`config.mk`:
```
export PLATFORM = sky130hd
export DESIGN_NAME = imem_loader_flat
export DESIGN_NICKNAME = d
export VERILOG_FILES = /design/src/rtl/imem_loader_pkg.sv /design/src/rtl/imem_loader_if.sv /design/src/rtl/imem_loader.sv /design/src/flat_wrapper.sv
export SDC_FILE = /design/constraint.sdc
export NUM_CORES = 1
export LEC_CHECK = 0
export ABC_AREA = 1
export CAP_MARGIN = 20
export CORE_ASPECT_RATIO = 1.2
export CORE_MARGIN = 2
export CORE_UTILIZATION = 50
export DETAILED_ROUTE_END_ITERATION = 16
export PLACE_DENSITY = 0.8
export REMOVE_ABC_BUFFERS = 1
export SLEW_MARGIN = 0
export SYNTH_ARGS = -nofsm -noshare
export SYNTH_HDL_FRONTEND = slang
export SYNTH_SLANG_ARGS = --single-unit
```
`constraint.sdc`:
```
create_clock -name clk -period 1.4 [get_ports clk]
set_clock_uncertainty 0.15 [all_clocks]
set_input_delay 0.28 -clock clk [delete_from_list [all_inputs] [get_ports clk]]
set_output_delay 0.28 -clock clk [all_outputs]
set_load 0.05 [all_outputs]
```
`src/rtl/imem_loader_pkg.sv`:
```
// Shared definitions for the boot-time instruction memory loader.
package imem_loader_pkg;

    // First instruction word; the words below it hold interrupt entries.
    localparam int IMEM_START_ADDR = 32;
    // Instruction memory address width in words.
    localparam int IMEM_ADDR_W     = 19;

    typedef enum logic [2:0] {
        ST_IDLE    = 3'd0,
        ST_HDR_HI  = 3'd1,
        ST_HDR_LO  = 3'd2,
        ST_DATA_HI = 3'd3,
        ST_DATA_LO = 3'd4,
        ST_DONE    = 3'd5
    } loader_state_t;

    // Number of words that fit between the first instruction address and the top of memory.
    function automatic logic [31:0] imem_capacity(input int addr_w, input int start_addr);
        return (32'd1 << addr_w) - 32'(start_addr);
    endfunction

endpackage

```
`src/rtl/imem_loader_if.sv`:
```
// Byte stream input, session control and instruction memory write port of the loader.
//
// Handshake: a byte transfers on a rising edge where in_valid && in_ready are
// both high. The sender keeps in_byte stable while in_valid is high and not yet
// taken; the loader raises in_ready from its state alone, never from in_valid.
interface imem_loader_if #(
    parameter int ADDR_W = imem_loader_pkg::IMEM_ADDR_W
);
    logic              start;
    logic [7:0]        in_byte;
    logic              in_valid;
    logic              in_ready;
    logic              mem_write;
    logic [ADDR_W-1:0] mem_addr;
    logic [15:0]       mem_data;
    logic              core_hold;
    logic              done;
    logic              error;

    // Host side: starts sessions, supplies bytes, observes memory writes and status.
    modport master (
        output start, in_byte, in_valid,
        input  in_ready, mem_write, mem_addr, mem_data, core_hold, done, error
    );

    // Loader side.
    modport slave (
        input  start, in_byte, in_valid,
        output in_ready, mem_write, mem_addr, mem_data, core_hold, done, error
    );
endinterface

```
`src/rtl/imem_loader.sv`:
```
// Boot loader: reads a word count header and big-endian 16-bit words from a byte
// stream, writes them to instruction memory from START_ADDR upward and holds the
// core in reset until the session ends.
module imem_loader
    import imem_loader_pkg::*;
#(
    parameter int ADDR_W     = IMEM_ADDR_W,
    parameter int START_ADDR = IMEM_START_ADDR
) (
    input  logic          clk,
    input  logic          reset,
    imem_loader_if.slave  bus,
    output loader_state_t dbg_state
);

    localparam logic [31:0]       CAPACITY = imem_capacity(ADDR_W, START_ADDR);
    localparam logic [ADDR_W-1:0] START_A  = ADDR_W'(START_ADDR);
    localparam logic [ADDR_W-1:0] ADDR_ONE = ADDR_W'(1);

    loader_state_t     state;
    loader_state_t     state_next;

    logic [7:0]        cnt_hi_q;
    logic [15:0]       remain_q;
    logic [7:0]        hi_q;
    logic [ADDR_W-1:0] addr_q;
    logic              mem_write_q;
    logic [ADDR_W-1:0] mem_addr_q;
    logic [15:0]       mem_data_q;
    logic              error_q;

    logic              in_ready;
    logic              core_hold;
    logic              done;

    logic              take;
    logic [15:0]       header_n;
    logic              overflow;

    assign take     = bus.in_valid && in_ready;
    assign header_n = {cnt_hi_q, bus.in_byte};
    // The whole session is rejected up front, so the address counter never wraps.
    assign overflow = {16'd0, header_n} > CAPACITY;

    // State register.
    always_ff @(posedge clk or negedge reset) begin
        if (!reset) state <= ST_IDLE;
        else        state <= state_next;
    end

    // Next-state decode; a missing in_valid simply holds the current state.
    always_comb begin
        state_next = state;
        case (state)
            ST_IDLE:    if (bus.start) state_next = ST_HDR_HI;
            ST_HDR_HI:  if (take) state_next = ST_HDR_LO;
            ST_HDR_LO: begin
                if (take) begin
                    if (overflow || header_n == 16'd0) state_next = ST_DONE;
                    else                              state_next = ST_DATA_HI;
                end
            end
            ST_DATA_HI: if (take) state_next = ST_DATA_LO;
            ST_DATA_LO: begin
                if (take) state_next = (remain_q == 16'd1) ? ST_DONE : ST_DATA_HI;
            end
            ST_DONE:    state_next = ST_IDLE;
            default:    state_next = ST_IDLE;
        endcase
    end

    // Status outputs are pure functions of the registered state.
    always_comb begin
        in_ready  = 1'b0;
        core_hold = 1'b0;
        done      = 1'b0;
        case (state)
            ST_HDR_HI, ST_HDR_LO, ST_DATA_HI, ST_DATA_LO: begin
                in_ready  = 1'b1;
                core_hold = 1'b1;
            end
            ST_DONE: begin
                core_hold = 1'b1;
                done      = 1'b1;
            end
            default: ;
        endcase
    end

    // Header capture, byte pairing, address counting and the registered write port.
    always_ff @(posedge clk or negedge reset) begin
        if (!reset) begin
            cnt_hi_q    <= 8'd0;
            remain_q    <= 16'd0;
            hi_q        <= 8'd0;
            addr_q      <= '0;
            mem_write_q <= 1'b0;
            mem_addr_q  <= '0;
            mem_data_q  <= 16'd0;
            error_q     <= 1'b0;
        end else begin
            mem_write_q <= 1'b0;
            case (state)
                ST_IDLE: begin
                    if (bus.start) begin
                        error_q <= 1'b0;
                        addr_q  <= START_A;
                    end
                end
                ST_HDR_HI: if (take) cnt_hi_q <= bus.in_byte;
                ST_HDR_LO: begin
                    if (take) begin
                        remain_q <= header_n;
                        if (overflow) error_q <= 1'b1;
                    end
                end
                ST_DATA_HI: if (take) hi_q <= bus.in_byte;
                ST_DATA_LO: begin
                    if (take) begin
                        mem_write_q <= 1'b1;
                        mem_addr_q  <= addr_q;
                        mem_data_q  <= {hi_q, bus.in_byte};
                        addr_q      <= addr_q + ADDR_ONE;
                        remain_q    <= remain_q - 16'd1;
                    end
                end
                default: ;
            endcase
        end
    end

    assign bus.in_ready  = in_ready;
    assign bus.core_hold = core_hold;
    assign bus.done      = done;
    assign bus.mem_write = mem_write_q;
    assign bus.mem_addr  = mem_addr_q;
    assign bus.mem_data  = mem_data_q;
    assign bus.error     = error_q;
    assign dbg_state     = state;

endmodule

```
`src/flat_wrapper.sv`:
```
// flat-port wrapper written by rule: the top's interface ports become plain ports
module imem_loader_flat import imem_loader_pkg::*;
#(
    parameter int ADDR_W     = IMEM_ADDR_W,
    parameter int START_ADDR = IMEM_START_ADDR
)
  (clk, reset, dbg_state, bus_start, bus_in_byte, bus_in_valid, bus_in_ready, bus_mem_write, bus_mem_addr, bus_mem_data, bus_core_hold, bus_done, bus_error);
  imem_loader_if #(.ADDR_W(ADDR_W)) bus_i ();
  input  logic clk;
  input  logic reset;
  output loader_state_t dbg_state;
  input wire logic [$bits(bus_i.start)-1:0] bus_start;
  input wire logic [$bits(bus_i.in_byte)-1:0] bus_in_byte;
  input wire logic [$bits(bus_i.in_valid)-1:0] bus_in_valid;
  output wire logic [$bits(bus_i.in_ready)-1:0] bus_in_ready;
  output wire logic [$bits(bus_i.mem_write)-1:0] bus_mem_write;
  output wire logic [$bits(bus_i.mem_addr)-1:0] bus_mem_addr;
  output wire logic [$bits(bus_i.mem_data)-1:0] bus_mem_data;
  output wire logic [$bits(bus_i.core_hold)-1:0] bus_core_hold;
  output wire logic [$bits(bus_i.done)-1:0] bus_done;
  output wire logic [$bits(bus_i.error)-1:0] bus_error;
  assign bus_i.start = bus_start;
  assign bus_i.in_byte = bus_in_byte;
  assign bus_i.in_valid = bus_in_valid;
  assign bus_in_ready = bus_i.in_ready;
  assign bus_mem_write = bus_i.mem_write;
  assign bus_mem_addr = bus_i.mem_addr;
  assign bus_mem_data = bus_i.mem_data;
  assign bus_core_hold = bus_i.core_hold;
  assign bus_done = bus_i.done;
  assign bus_error = bus_i.error;
  imem_loader #(.ADDR_W(ADDR_W), .START_ADDR(START_ADDR)) u_core (.clk(clk), .reset(reset), .bus(bus_i), .dbg_state(dbg_state));
endmodule
```
=== Yosys cells after proc, flatten, opt, wreduce, memory -nomap -nowiden ===
Index checks and enable logic that the tools add are counted.
Widths: inputs -> output; s select.

* Flip-flop bits (word level): 90
* Input bits: 12
* Logic and storage cells: 53

* Add/subtract/negate cells: 2
* Equal/unequal tests: 11
* Mux-type cells: 19
* Reduce and logical (&&, ||, !) cells: 13

{| class="wikitable"
|+ Operators with widths
! kind !! number
|-
| $mux 19 || 2
|-
| $pmux 19 s2 || 1
|-
| $mux 16 || 2
|-
| $pmux 16 s2 || 1
|-
| $mux 3 || 7
|-
| $add 19x1->19 const B || 1
|-
| $eq 16x1->1 const B || 1
|-
| $logic_not 16->1 || 1
|-
| $sub 16x1->16 const B || 1
|-
| $pmux 3 s5 || 1
|-
| $ne 2x1->1 const B || 4
|-
| $eq 3x2->1 const B || 2
|-
| $eq 3x3->1 const B || 2
|-
| $reduce_and 2->1 || 3
|-
| $reduce_and 3->1 || 2
|-
| $mux 1 || 5
|-
| $reduce_and 5->1 || 1
|-
| $reduce_or 5->1 || 1
|-
| $reduce_bool 2->1 || 2
|-
| $reduce_or 4->1 || 1
|-
| $eq 3x1->1 const B || 1
|-
| $logic_not 3->1 || 1
|-
| $ne 2x2->1 const B || 1
|-
| $logic_and 1x1->1 || 1
|}

=== Longest topological paths before layout ===
Gate-level depths: netlist of run 1.

* Word-level depth: 6
* Gate-level depth with buffers: 9
* Depth with buffers taken out: 9

=== Worst setup path before layout of run 1 ===
OpenSTA, ideal clock, no wires.

* Path kind: register to output
* Start point: register u_core.state[0], in the netlist u_core.dbg_state[0]
* End point: output port bus_in_ready
* Arrival time: 1.969 ns
* Required time: 0.970 ns
* Setup slack: -0.999 ns
* Stages on the path, launching flop included: 3
* Path buffers: 0
* Cell sequence: dfrtp_1 inv_1 o21ai_0

* Longest elaborated chain between the ends: 3
* Elaborated cells between the ends (all ways): 6
* Classes of those cells: eq/ne: 4; mux: 1; reduce/logical: 1

{| class="wikitable"
|+ Ends and longest elaborated chain
! element !! line !! source
|-
| start: declaration || imem_loader.sv:20 || <nowiki>loader_state_t state;</nowiki>
|-
| start signal: assignment || imem_loader.sv:48 || <nowiki>else state <= state_next;</nowiki>
|-
| $eq 3x1->1, or another cell as far along || imem_loader.sv:77 || <nowiki>case (state)</nowiki>
|-
| $reduce_or 4->1 * || n/a ||
|-
| $mux 1 * || imem_loader.sv:77 ||
|-
| end: declaration || flat_wrapper.sv:15 || <nowiki>output wire logic [$bits(bus_i.in_ready)-1:0] bus_in_ready;</nowiki>
|}

Every way passes the cells marked *; elsewhere a longest branch is shown, timed or not.

=== Final worst setup path of run 1 ===
* Start point: register u_core.addr_q[1]
* End point: register u_core.addr_q[12]

* Longest elaborated chain between the ends: 3

{| class="wikitable"
|+ Ends and longest elaborated chain
! element !! line !! source
|-
| start: declaration || imem_loader.sv:26 || <nowiki>logic [ADDR_W-1:0] addr_q;</nowiki>
|-
| start signal: assignment || imem_loader.sv:123 || <nowiki>addr_q <= addr_q + ADDR_ONE;</nowiki>
|-
| $add 19x1->19 || imem_loader.sv:123 ||
|-
| $mux 19 || imem_loader.sv:119 || <nowiki>if (take) begin</nowiki>
|-
| $pmux 19 s2 || imem_loader.sv:103 || <nowiki>case (state)</nowiki>
|}

Every way passes these cells. The select of a mux whose other input is x is not followed.
A chain may end at the register's enable or synchronous reset.

==> results of run 1 <==
==> how the worst max path moves through the flow <==
stage / cells past startpoint / startpoint / endpoint / slack (ps)
finish: 9 / u_core.addr_q[1] / u_core.addr_q[12] / -640
global route: 10 / u_core.dbg_state[1] / u_core.bus.mem_data[15] / -630
CTS: 6 / u_core.dbg_state[2] / bus_in_ready / -440
detailed placement: 6 / bus_in_valid / u_core.hi_q[0] / -450
global placement: 7 / bus_in_valid / u_core.addr_q[8] / -410
floorplan: 7 / u_core.dbg_state[2] / u_core.addr_q[14] / -1940
==> metal layers <==
metal	part of all wire, %	vias up	global-route usage [%]
met5	0	-	0
met4	10	0	16.9
met3	11	243	6.51
met2	47	627	57.7
met1	32	2702	35.0
li1	-	2260	-
==> worst max-delay path, cell delays in order, from the launching register on <==
cell and delay (ps):
dfrtp_1 400, ha_1 240, nand3_1 170, nor2_2 170
nand2_1 200, nor2_1 230, nand2_1 90, nand2_1 80
nand2_1 70, nor2_1 150
==> kinds of logic after synthesis <==
family / after synthesis
adders and majority gates: 3
buffers and inverters: 83
AOI/OAI and AO/OA: 91
DFF: 90
and+or+nand+nor: 308
other: 1
==> cell type report <==
class,count,area (µm²)
Sequential cell,90,2260
Fill cell,325,892
Timing Repair Buffer,211,2540
Tap cell,117,146
Inverter,63,258
Clock buffer,9,124
Clock inverter,6,82.6
Multi-Input combinational cell,403,2310
==> power groups by stage <==
stage	sequential, mW	clock (mW)	combinational [mW]
after floorplan	4.83	0	2.01
after global placement	4.02	0	6.02
after detailed placement	4.06	0	6.20
after CTS	4.03	1.91	7.23
after global routing	4.29	2.10	9.31
final	4.28	2.03	8.99
==> repair_timing <==
action                                  CTS  global route
hold buffers                              1             0
cloned                                    4             4
pin swaps                                16            38
endpoints found under the setup margin   93           125
gates resized for setup                  98           130
setup buffers                            19            34
hold endpoints to repair                 90             0
==> flip-flops by register name (all words and copies together), names as in the netlist <==
name,count
u_core.cnt_hi_q,8
u_core.remain_q,16
u_core.bus.mem_addr,19
u_core.addr_q,19
u_core.bus.mem_write,1
u_core.hi_q,8
u_core.dbg_state,3
u_core.bus.mem_data,16
==> cells in the final DEF (no fill, tap or decap), drive strengths merged <==
| cell type | count |
|---|---|
| clkinv | 3 |
| dlygate4sd2 | 1 |
| nor2 | 64 |
| nor3 | 16 |
| clkdlybuf4s50 | 9 |
| o211ai | 3 |
| o21a | 1 |
| clkinvlp | 2 |
| buf | 197 |
| bufinv | 2 |
| nand4 | 12 |
| inv | 62 |
| conb | 1 |
| nand3b | 2 |
| and2 | 1 |
| dlygate4sd3 | 1 |
| a31oi | 2 |
| ha | 3 |
| a21oi | 20 |
| clkbuf | 12 |
| nand3 | 38 |
| nand2 | 175 |
| dfrtp | 90 |
| o21ai | 65 |
==> synth_stat cells <==
master	count
o21ai_4	1
nand3_1	38
nand2_1	174
clkbuf_1	3
buf_4	5
dfrtp_1	90
nor3_1	15
nor2_1	59
inv_2	3
a21oi_1	18
ha_1	3
nand4_1	12
conb_1	1
a31oi_1	2
buf_2	8
inv_1	60
o21ai_1	2
o21a_1	1
nand3b_1	2
o211ai_2	1
nor2_2	3
o21ai_2	2
a21oi_2	2
o211ai_1	2
nor2_4	2
o21ai_0	60
nand2_4	1
and2_0	1
buf_6	4
nor3_2	1
==> reports/qor.txt, run 1 <==
run status = finished with violations
violated checks = negative setup slack
DR pass1 iterations = 5
clock latency at the later pin of the worst-skew pair = 380 ps
DRC = 0
routability congestion estimate = 0.923
Slew HR = 58.8%
sequential cell area fraction in the yosys report = 50.5%
layout cells sized above 1 = 41.6%
Synth warnings = 0
Placed Cells = 826
highest clock rate = 489 MHz
post-synthesis compound-gate area fraction = 11.2%
FP Rows = 37
root buf cell = clkbuf_8
largest net degree at the start of global routing = 38
Critical Path Sink Type = flop
Synth Cell Area = 0.00446 mm²
Starting Density = 51.8%
r2r endpoint = u_core.addr_q[12]
WHS = 195 ps
Hold Path Class = input port to async pin
Synth top area share = 50.5%
Final #Nets = 793
internal power = 8.45 mW
Post-Synth Simple-Gate Area = 29.1%
max cap viols = 0
wire length per cell = 23.7 µm
Leak Pwr = 3.68 nW
Sw Ratio = 44.8%
Cell variety after synth = 30
share of total power in sequential cells = 27.9%
Layout Cells excl Fill = 899
minimum clock period = 2040 ps
VDD IR max = 1.80 mV
Worst R2R Setup Slack = -640 ps
Synth Area per Inst = 7.75 µm²
Hold Vio Cnt, Final = 0
total power = 15.3 mW
Reg clk slew, reported paths = 110 ps
CTS H-tree lvls = 3
worst slew pin tran = 615 ps
Post-Synth XOR/XNOR Area = 0%
RSZ-0062 raised after global routing = yes
post-route antenna net violation count = 0
data arrival time of the worst path = 2180 ps
initial antenna violation count = 0
Seq cells post-synth = 90
Antenna diodes = 0
Pwr Density = 1980 mW/mm²
CTS max path bufs = 2
number of DRC markers in iteration 0 = 778
first-pass GRT wire length = 24.2 mm
P&R area growth vs syn = 73.0%
TritonCTS buffer count = 9
Gate power share = 58.8%
Post-Route WL = 21.4 mm
switching power = 6.85 mW
CP Max Fanout = 3
remaining global-route overflow = 0
mux share of post-synthesis cell area = 0%
dpl ws = -447 ps
GRT Total Usage = 31.8%
via count of the routed design = 5832
crit start category = flop
number of global-route vias before repair = 4999
gate count after technology mapping = 576
final worst setup slack = -645 ps
dpl cell area = 0.00624 mm²
synth top area cells = dfrtp_1, nand2_1, o21ai_0
R2R Path Start = u_core.addr_q[1]
CTS tree = yes
I/O Buffers = 53
final instance area = 0.00772 mm²
setup TNS = -38680 ps
post-synth top area cell = dfrtp_1
clock sink total = 90
Die X = 90.2 µm
die area = 0.00970 mm²
R2R depth = 9
Tcrit/Tclk final = 146%
CP required = 1540 ps
hpwl dp = 9.43 mm
Clk pwr share = 13.3%
vias per cell = 6.49
final setup vio count = 114
chip height = 107 µm
Setup CP Type = flop to flop
IO Count = 55
adder-cell share of the synthesized area = 0.841%
largest family of logic cells by synthesized area = simple AND/OR/NAND/NOR gates
core area = 0.00861 mm²
Post-Route Utilization = 89.6%
Final Max Slew Viols = 0
No activity file was read; power rests on OpenSTA's default activity.
==> run 2, diff against run 1 <==
CORE_UTILIZATION = 35   (was 50)
PLACE_DENSITY = 0.58   (was 0.8)
clock period = 2 ns   (was 1.4 ns; I/O delays follow)
==> run 2 against run 1 <==
The run now ends clean. Wire length fell by 48%. Sequential power fell by 36%. Clock power fell by 19%. Register-to-register slack improved by 830 ps. Global-route usage fell by 15 points. Setup slack improved by 670 ps. Cell count fell by 8.3%. First-iteration DRC count fell by 63%. Non-clock buffer count fell by 122. Combinational power fell by 62%. Worst hold slack improved by 140 ps. Critical endpoint is now bus_in_ready.
==> reports/qor.txt, run 2 (synthesized netlist as in run 1, its figures left out) <==
highest clock rate = 505 MHz
CTS tree = yes
IO Count = 55
via count of the routed design = 3998
TritonCTS buffer count = 9
CTS max path bufs = 2
number of global-route vias before repair = 3836
Antenna diodes = 0
RSZ-0062 raised after global routing = yes
run status = complete, no violations
Tcrit/Tclk final = 98.9%
Setup CP Type = flop to output port
minimum clock period = 1980 ps
remaining global-route overflow = 0
Placed Cells = 805
crit start category = flop
P&R area growth vs syn = 27.0%
DR pass1 iterations = 5
CP required = 1450 ps
I/O Buffers = 53
commonest non-fill, non-tap cell in the layout = nand2_1
R2R depth = 8
final setup vio count = 0
dpl cell area = 0.00530 mm²
Die X = 107 µm
Final Max Slew Viols = 0
max cap viols = 0
Hold Path Class = flop to flop
core area = 0.0126 mm²
Starting Density = 35.5%
initial antenna violation count = 0
chip height = 128 µm
VDD IR max = 0.543 mV
dpl ws = -65.4 ps
wire length per cell = 13.5 µm
Layout Cells excl Fill = 824
Hold Vio Cnt, Final = 0
post-route antenna net violation count = 0
WHS = 333 ps
CTS H-tree lvls = 3
data arrival time of the worst path = 1430 ps
FP Rows = 45
Reg clk slew, reported paths = 60 ps
Pwr Density = 1380 mW/mm²
largest net degree at the start of global routing = 38
clock latency at the later pin of the worst-skew pair = 340 ps
first-pass GRT wire length = 18.5 mm
Post-Route WL = 11.1 mm
routability congestion estimate = 0.926
final instance area = 0.00567 mm²
fill count = 1259
commonest non-fill, non-tap cells in the layout = nand2_1, dfrtp_1, buf_4
final worst setup slack = 21.5 ps
setup TNS = 0 ps
hpwl dp = 8.44 mm
root buf cell = clkbuf_16
hold path depth = 2
Critical Path Sink Type = output port
clock sink total = 90
die area = 0.0137 mm²
DRC = 0
layout cells sized above 1 = 17.7%
Leak Pwr = 2.79 nW
number of DRC markers in iteration 0 = 291
GRT Total Usage = 16.9%
vias per cell = 4.85
Final #Nets = 671
CP Max Fanout = 6
## run 2: changes by cell type in the layout (fill, tap and decap cells not counted), sizes merged
cell | previous run | this run
bufinv | 2 | 1
inv | 62 | 63
dlygate4sd2 | 1 | 0
clkinv | 3 | 2
clkdlybuf4s50 | 9 | 10
clkinvlp | 2 | 0
buf | 197 | 78
## run 2: area by class of cell
type | count | area, µm² | area share [%]
flip-flops and latches | 90 | 2260 | 39.8
multi-input cells | 403 | 1870 | 33.0
repair buffers | 89 | 812 | 14.3
clock buffers | 12 | 246 | 4.35
inverters | 63 | 236 | 4.17
well taps | 164 | 205 | 3.62
clock inverters | 3 | 40.0 | 0.707
## run 2: metrics by stage
stage	utilization (%)	power, mW
floorplan	-	4.79
global placement	42.2	6.03
detailed placement	42.2	6.09
CTS	44.8	7.82
global route	45.1	8.34
finish	45.1	7.82
## run 2: worst paths after layout
| path | start | slack, ps | endpoint |
|---|---|---|---|
| min reg2reg | u_core.bus.mem_data[9] | 330 | u_core.bus.mem_data[9] |
| min in group asynchronous | reset | 380 | u_core.bus.mem_data[13] |
| min | u_core.bus.mem_data[9] | 330 | u_core.bus.mem_data[9] |
| max reg2reg | u_core.dbg_state[0] | 190 | u_core.addr_q[11] |
| max in group asynchronous | reset | 760 | u_core.dbg_state[0] |
| max | u_core.dbg_state[1] | 20 | bus_in_ready |
## run 2: metal layers
layer	vias to the layer above	global-route usage (%)	routed length, µm	part of all wire [%]
li1	2002	-	-	-
met3	12	3.10	509	4.6
met5	-	0	0	0
met2	101	29.6	5600	51
met4	0	5.12	169	1.5
met1	1883	21.1	4810	43
## run 2: repair_timing
| item | in CTS | in global routing |
|---|---|---|
| cloned | 0 | 0 |
| resized for setup | 8 | 5 |
| hold buffers | 1 | 0 |
| pin swaps | 1 | 1 |
| hold endpoints to repair | 25 | 0 |
| setup buffers | 1 | 2 |
| setup endpoints to repair | 3 | 4 |
## run 2: worst max-delay path, cell delays in order, from the launching register on
cell     delay [ps]
dfrtp_2         460
nand2_1         140
nor2_2           70
nor2_4          170
o21ai_2         100
buf_12          150
## run 2: power by group
| part | internal, mW | total, mW | switching (mW) |
|---|---|---|---|
| Clock | 0.992 | 1.65 | 0.656 |
| Combinational | 1.23 | 3.42 | 2.20 |
| Sequential | 2.34 | 2.75 | 0.409 |
| Total | 4.55 | 7.82 | 3.26 |
